### src/rtl/pipeline_hazard_ctrl.sv
// pipeline_hazard_ctrl: stall/flush/bubble control for the 5-stage pipeline with multi-cycle EX FSM.
// Optional performance counters are built only when HAZ_PERF_CNT_EN is defined.
module pipeline_hazard_ctrl #(
  parameter int REG_ADDR_W = 5,
  parameter int MC_LAT     = 4,
  parameter int CNT_W      = 32
) (
  input  logic                  clk,
  input  logic                  rst,
  input  logic [REG_ADDR_W-1:0] id_rs1,
  input  logic [REG_ADDR_W-1:0] id_rs2,
  input  logic                  id_uses_rs1,
  input  logic                  id_uses_rs2,
  input  logic [REG_ADDR_W-1:0] ex_rd,
  input  logic                  ex_mem_read,
  input  logic                  ex_multicycle,
  input  logic                  branch_taken,
  input  logic                  mem_stall,
  output logic                  pc_write,
  output logic                  if_id_write,
  output logic                  id_ex_write,
  output logic                  ex_mem_write,
  output logic                  mem_wb_write,
  output logic                  if_id_flush,
  output logic                  id_ex_bubble,
  output logic                  ex_mem_bubble,
  output logic                  mc_busy,
  output logic                  mc_done,
  output logic [CNT_W-1:0]      perf_stall_cnt,
  output logic [CNT_W-1:0]      perf_flush_cnt
);
  typedef enum logic {RUN, MC_BUSY} state_t;
  localparam int CW = $clog2(MC_LAT + 1);
  localparam bit MC_EN = MC_LAT > 1;
  localparam logic [CW-1:0] MC_INIT = CW'(MC_LAT > 1 ? MC_LAT - 2 : 0);
  state_t state;
  logic [CW-1:0] mc_cnt;
  logic busy, mc_enter, mc_last, load_use;
  always_comb begin
    busy = state == MC_BUSY;
    mc_enter = MC_EN && !busy && ex_multicycle;
    mc_last = busy && mc_cnt == '0;
    load_use = ex_mem_read && ex_rd != '0 &&
               ((id_uses_rs1 && id_rs1 == ex_rd) || (id_uses_rs2 && id_rs2 == ex_rd));
    {pc_write, if_id_write, id_ex_write, ex_mem_write, mem_wb_write} = 5'b11111;
    {if_id_flush, id_ex_bubble, ex_mem_bubble, mc_busy, mc_done} = 5'b00000;
    if (!rst) begin
      {pc_write, if_id_write, id_ex_write, ex_mem_write, mem_wb_write} = 5'b00000;
      {if_id_flush, id_ex_bubble, ex_mem_bubble} = 3'b111;
    end else if (mem_stall) begin
      {pc_write, if_id_write, id_ex_write, ex_mem_write, mem_wb_write} = 5'b00000;
      mc_busy = busy;
    end else if (mc_enter || (busy && !mc_last)) begin
      {pc_write, if_id_write, id_ex_write} = 3'b000;
      ex_mem_bubble = 1'b1;
      mc_busy = 1'b1;
    end else if (mc_last) begin
      {mc_busy, mc_done} = 2'b11;
    end else if (branch_taken) begin
      {if_id_flush, id_ex_bubble} = 2'b11;
    end else if (load_use) begin
      {pc_write, if_id_write, id_ex_bubble} = 3'b001;
    end
  end
  always_ff @(posedge clk) begin
    if (!rst) begin
      state <= RUN;
      mc_cnt <= '0;
    end else if (!mem_stall) begin
      if (mc_enter) begin
        state <= MC_BUSY;
        mc_cnt <= MC_INIT;
      end else if (busy) begin
        if (mc_last) state <= RUN;
        else mc_cnt <= mc_cnt - 1'b1;
      end
    end
  end
`ifdef HAZ_PERF_CNT_EN
  // A flush is only ever raised outside reset by a taken branch.
  always_ff @(posedge clk) begin
    if (!rst) begin
      perf_stall_cnt <= '0;
      perf_flush_cnt <= '0;
    end else begin
      if (!pc_write && perf_stall_cnt != '1) perf_stall_cnt <= perf_stall_cnt + CNT_W'(1);
      if (if_id_flush && perf_flush_cnt != '1) perf_flush_cnt <= perf_flush_cnt + CNT_W'(1);
    end
  end
`else
  assign perf_stall_cnt = '0;
  assign perf_flush_cnt = '0;
`endif
endmodule

### config.mk
export PLATFORM = sky130hd
export DESIGN_NAME = pipeline_hazard_ctrl
export DESIGN_NICKNAME = d
export VERILOG_FILES = /design/src/rtl/pipeline_hazard_ctrl.sv
export SDC_FILE = /design/constraint.sdc
export NUM_CORES = 1
export LEC_CHECK = 0
export ABC_AREA = 1
export CAP_MARGIN = 20
export CORE_MARGIN = 2
export CORE_UTILIZATION = 30
export CTS_CLUSTER_DIAMETER = 50
export CTS_CLUSTER_SIZE = 20
export DETAILED_ROUTE_END_ITERATION = 10
export GPL_ROUTABILITY_DRIVEN = 0
export PLACE_DENSITY_LB_ADDON = 0.2
export SYNTH_ARGS = -nofsm -noshare
export SYNTH_HDL_FRONTEND = slang
export SYNTH_SLANG_ARGS = --single-unit
### constraint.sdc
create_clock -name clk -period 1.8 [get_ports clk]
set_input_delay 0.54 -clock clk [delete_from_list [all_inputs] [get_ports clk]]
set_output_delay 0.54 -clock clk [all_outputs]
set_load 0.02 [all_outputs]
==> impl_metrics.tcl, run 1 <==
set metrics [dict create \
    status "complete, but fails checks" \
    violations "negative setup slack" \
    met1_length_um 756 \
    cp-start-kind "flop" \
    fmax_mhz 492 \
    multi_input_area_um2 667 \
    place_ws_ns -0.995 \
    diodes 0 \
    final_net_count 251 \
    hold_violations 0 \
    wirelength_um 1890 \
    r2r_slack_ns 0.33 \
    final_common_cell "conb_1" \
    swShare_pct 47.3 \
    tns_ns -0.841 \
    crit_cells 9 \
    yosys_warnings 0 \
    grt_pass1_wl_um 2810 \
    seq_area_um2 86.3 \
    clock_path_buffers 2 \
    routed.top_layer "met4" \
    grt_max_degree 5 \
    wire_per_inst_um 7.00 \
    final_cell_mix "conb_1 (64), nand2_1 (29), buf_4 (19)" \
    synth_compound_area_share_pct 6.65 \
    syn-instance-count 169 \
    switchingPower_uw 297 \
    syn_avg_cell_area_um2 6.01 \
    core_um2 3280 \
    holdWs_ns 0.517 \
    io_pins 97 \
    place_area_um2 1290 \
    synth_top_family_by_area "buffers and inverters" \
    nFillCells 368 \
    cts_tree "done" \
    worstReg2RegStart "mc_cnt[1]" \
    internal_power_uw 331 \
    vias 921 \
    final_area_um2 1430 \
    power.density_nw_per_um2 439 \
    seq_area_frac_synth_pct 7.88 \
    synth.distinct_cells 20 \
    min_path_type "reg -> reg" \
    finalSetupViolations 6 \
    pwr-share-clk_pct 17.9 \
    drv_cap 0 \
    first_pass_iters 4 \
    crit_type "reg -> out" \
    grt_usage_pct 8.83 \
    fp.dieH_um 62.2 \
    fin_crit_ns 2.03 \
    viasPerCell 3.41 \
    ctsHoldBuffers 0 \
    max_stage_delay_ns 0.32 \
    cts-root-buf "clkbuf_4" \
    seqPwrFrac_pct 16.5 \
    ys_ff_latch 4 \
    place_inst 261 \
    critPathCaptureType "primary output" \
    start_util_pct 30.9 \
    finalClockSkew_ns 0.00531 \
    hold_path_end "mc_cnt[1]" \
    clk_latency_ns 0.24 \
    path_buf_inv 4 \
    finalCritPeriodShare_pct 113 \
    dr_wl_met2_um 909 \
    antenna_found_initial 0 \
    rr_worst_depth 11 \
    fin_ws_ns -0.231 \
    path_max_fanout 2 \
    worstHoldStart "mc_cnt[1]" \
    total_power_uw 628 \
    syn_area_um2 1020 \
    numPortBuffers 32 \
    synthMuxAreaShare_pct 0 \
    dp_hpwl_um 1610 \
    ant_nets 0 \
    drtIter0Drc 34 \
    drc_errors 0 \
    vdd_ir_drop_max_uv 182 \
    numCtsBuffers 3 \
    combPwrFrac_pct 65.6 \
    stdcell_count 270 \
    whs_path_depth 2 \
    drv_slew 0 \
    synth_fa_ha_area_share_pct 2.46 \
    path_cells "inv_2 -> ha_4 -> ha_4 -> buf_6 -> a21oi_2 -> nand3_2 -> nand2_2 -> inv_2 -> buf_6" \
    layout-drive-gt1-share_pct 36.2 \
    route.met3.wl_um 213 \
    clk_pin_slew_ns 0.03 \
    cpLargestDelayFamily "flip-flops" \
    dieArea_um2 3870 \
    area_growth_syn_to_layout_pct 40.6 \
    cts_sinks 4 \
    synthXorXnorAreaFrac_pct 0 \
    htreeDepth 1 \
    die_w_um 62.2 \
    yosys.area_share.simple_pct 23.2 \
    rsz0062_at_grt "yes" \
    critPathSlowestCell "dfxtp_2" \
    gr-total-overflow 0 \
    leakagePower_nw 0.837 \
    critical_path_arrival_ns 1.49 \
    r2r_end "mc_cnt[2]" \
    rows 21 \
    fin_util_pct 43.5 \
    required_ns 1.26 \
    grt_pass1_vias 697 \
]
-- how the worst max path moves through the flow --
stage | start | end | slack [ns]
floorplan | rst | pc_write | -0.08
global placement | ex_rd[2] | if_id_write | -1.0
detailed placement | ex_rd[4] | id_ex_bubble | -0.99
CTS | mc_cnt[0] | pc_write | -0.25
global route | mc_cnt[1] | if_id_write | -0.30
finish | mc_cnt[1] | pc_write | -0.23
-- worst reg2reg max path: stages, from the launching register on --
cell	delay [ns]
dfxtp_2	0.32
inv_2	0.04
ha_4	0.15
ha_4	0.16
nand2_4	0.08
nand2_4	0.06
nor2_4	0.09
inv_2	0.05
buf_4	0.12
buf_4	0.12
o21ai_1	0.11
a21oi_1	0.05
-- logic make-up after synthesis --
| logic type | Yosys count |
|---|---|
| fa+ha+maj | 2 |
| other cells | 1 |
| simple gates | 56 |
| flops | 4 |
| compound gates | 11 |
| buf+inv | 95 |
-- layer usage --
layer	up-vias	global-route usage (%)
met5	-	0
met4	0	3.33
met3	2	2.90
met2	54	15.1
met1	381	10.2
li1	484	-
-- state kept, by name, summed over array words and instances (netlist names) --
| signal | count |
|---|---|
| mc_cnt | 3 |
| busy | 1 |
-- cell usage after synthesis --
cell type,n,area [µm²]
o21ai_0,2,10.0
nor2_1,13,48.8
nand2_1,33,124
ha_1,2,25.0
a21oi_2,1,8.76
nor2_2,2,12.5
a21oi_1,3,15.0
o21ai_1,2,10.0
nand4_1,1,6.26
nor2_4,1,11.3
inv_2,9,33.8
a31oi_1,1,6.26
conb_1,1,3.75
o32ai_1,1,8.76
dfxtp_1,4,80.1
nand3_1,4,20.0
inv_1,20,75.1
o21ai_2,1,8.76
buf_4,66,495
nand2_2,2,12.5
-- cell type report --
| cell class | count | area share (%) |
|---|---|---|
| Tap cell | 46 | 4.03 |
| Inverter | 29 | 8.14 |
| Multi-Input combinational cell | 133 | 46.7 |
| Sequential cell | 4 | 6.04 |
| Timing Repair Buffer | 55 | 33.5 |
| Clock buffer | 3 | 1.58 |
-- power by group through the flow --
stage	clock network [mW]	registers, mW	logic, mW
final	0.112	0.103	0.412
after global routing	0.128	0.104	0.444
after CTS	0.117	0.102	0.389
after detailed placement	0	0.101	0.366
after global placement	0	0.101	0.367
after floorplan	0	0.101	0.335
-- repair_timing --
| action | CTS | global route |
|---|---|---|
| gates resized for setup | 112 | 25 |
| endpoints found under the setup margin | 10 | 10 |
| pin swaps | 24 | 15 |
| setup buffers | 3 | 4 |
| hold endpoints to repair | 0 | 0 |
(Power assumes the default switching activity.)
==> run 2, diff against run 1 <==
SLEW_MARGIN = 10   (was default)
==> results of run 2 <==
Same layout as run 1: the final DEF is identical, and so are final timing and power.
==> run 3, diff against run 2 <==
SETUP_SLACK_MARGIN = 0.4   (was default)
==> run 3 against run 2 <==
  * The flow still finishes with violations (negative setup slack)
  * Via count fell by 2.7%
  * Die area unchanged
  * Critical endpoint is now ex_mem_bubble
  * Hold slack worse by 0.0092 ns
  * Design area is 0.88% higher
  * Sequential power about the same
  * Power is essentially flat
  * Register-to-register slack improved by 0.10 ns
==> impl_metrics.tcl, run 3 (same netlist as run 1, synthesis figures left out) <==
set metrics [dict create \
    fp.dieH_um 62.2 \
    grt_usage_pct 10.0 \
    wire_per_inst_um 7.37 \
    dieArea_um2 3870 \
    antenna_found_initial 0 \
    clock_path_buffers 2 \
    cts_sinks 4 \
    die_w_um 62.2 \
    violations "negative setup slack" \
    critical_path_arrival_ns 1.40 \
    min_path_type "reg -> reg" \
    status "complete, but fails checks" \
    ant_nets 0 \
    regMostFlops "mc_cnt" \
    fin_ws_ns -0.143 \
    pwr-share-clk_pct 18.5 \
    first_pass_iters 2 \
    start_util_pct 30.9 \
    vias 896 \
    grt_pass1_wl_um 3140 \
    grt_max_degree 6 \
    gr-total-overflow 0 \
    finalSetupViolations 6 \
    clk_latency_ns 0.24 \
    final_net_count 246 \
    required_ns 1.26 \
    drv_cap 0 \
    vdd_ir_drop_max_uv 125 \
    drtIter0Drc 18 \
    viasPerCell 3.38 \
    finalCritPeriodShare_pct 108 \
    cts_tree "done" \
    clk_pin_slew_ns 0.04 \
    grt_pass1_vias 729 \
    final_common_cell "conb_1" \
    area_growth_syn_to_layout_pct 41.9 \
    final_cell_mix "conb_1 (64), nand2_1 (30), buf_6 (21)" \
    cts-root-buf "clkbuf_4" \
    fin_crit_ns 1.94 \
    fmax_mhz 515 \
    rsz0062_at_grt "yes" \
    rows 21 \
    htreeDepth 1 \
    wirelength_um 1950 \
    finalClockSkew_ns 0.00313 \
    path_max_fanout 3 \
    numCtsBuffers 3 \
    hold_violations 0 \
    seqPwrFrac_pct 16.1 \
    drc_errors 0 \
    drv_slew 0 \
    place_inst 258 \
    combPwrFrac_pct 65.3 \
    power.density_nw_per_um2 436 \
    internal_power_uw 324 \
    cp-start-kind "flop" \
    io_pins 97 \
    largest_reg_flops 3 \
    core_um2 3280 \
    swShare_pct 48.4 \
    critPathCaptureType "primary output" \
    leakagePower_nw 0.839 \
    stdcell_count 265 \
    crit_type "reg -> out" \
    switchingPower_uw 304 \
    place_ws_ns -1.05 \
    layout-drive-gt1-share_pct 39.7 \
    diodes 0 \
    numPortBuffers 32 \
    dp_hpwl_um 1690 \
]
-- run 3: cell types whose count changed in the layout (fill, tap and decap cells not counted), sizes merged --
cell | before | now
clkbuf | 4 | 3
clkdlybuf4s50 | 1 | 0
buf | 38 | 46
clkdlybuf4s15 | 8 | 1
dlygate4sd2 | 7 | 3
-- run 3: power groups by stage --
stage               sequential (mW)  combinational [mW]  clock, mW
finish                        0.101               0.410      0.117
global route                  0.102               0.449      0.122
CTS                           0.101               0.401      0.115
detailed placement            0.101               0.370          0
global placement              0.101               0.370          0
floorplan                     0.103               0.345          0
-- run 3: timing repair --
action,in CTS,in global routing
endpoints found under the setup margin,14,12
hold buffers,0,0
pin swaps,35,7
setup buffers,2,2
gates resized for setup,172,8
-- run 3: worst paths after layout --
path | to | slack [ns] | cells after the start | from
setup / recovery | ex_mem_bubble | -0.14 | 9 | mc_cnt[1]
hold / removal | mc_cnt[2] | 0.51 | 2 | mc_cnt[2]
setup reg to reg | mc_cnt[2] | 0.43 | 10 | mc_cnt[1]
hold reg to reg | mc_cnt[2] | 0.51 | 2 | mc_cnt[2]
-- run 3: routing by layer --
layer  share of wire (%)  vias up  track usage, %
li1                    -      475               -
met4                 1.8        0            5.00
met2                  49       45            16.6
met3                  10        5            1.99
met1                  39      371            12.4
met5                   0        -               0
-- run 3: layout make-up --
type	instances	area (µm²)
fillers	373	1840
multi-input cells	133	694
repair buffers	50	468
inverters	29	116
flip-flops and latches	4	82.6
well taps	46	57.6
clock buffers	3	22.5
-- run 3: stage by stage --
step	hold slack [ns]	setup TNS, ns	utilization (%)	area [µm²]	power (mW)
final	0.508	-0.621	43.9	1440	0.628
after global routing	0.531	-1.08	43.9	1440	0.673
after CTS	0.516	-0.622	42.6	1400	0.618
after detailed placement	0.455	-9.17	39.7	1310	0.471
after global placement	0.461	-9.27	39.7	1310	0.472
after floorplan	0.439	-0.0807	-	1320	0.448
-- run 3: critical path, stage by stage, from the launching register on --
cell,delay [ns]
dfxtp_2,0.32
inv_2,0.04
ha_4,0.15
ha_4,0.17
nand2_4,0.10
nand2_4,0.06
nor2_4,0.08
inv_2,0.05
nand2_4,0.06
buf_6,0.11
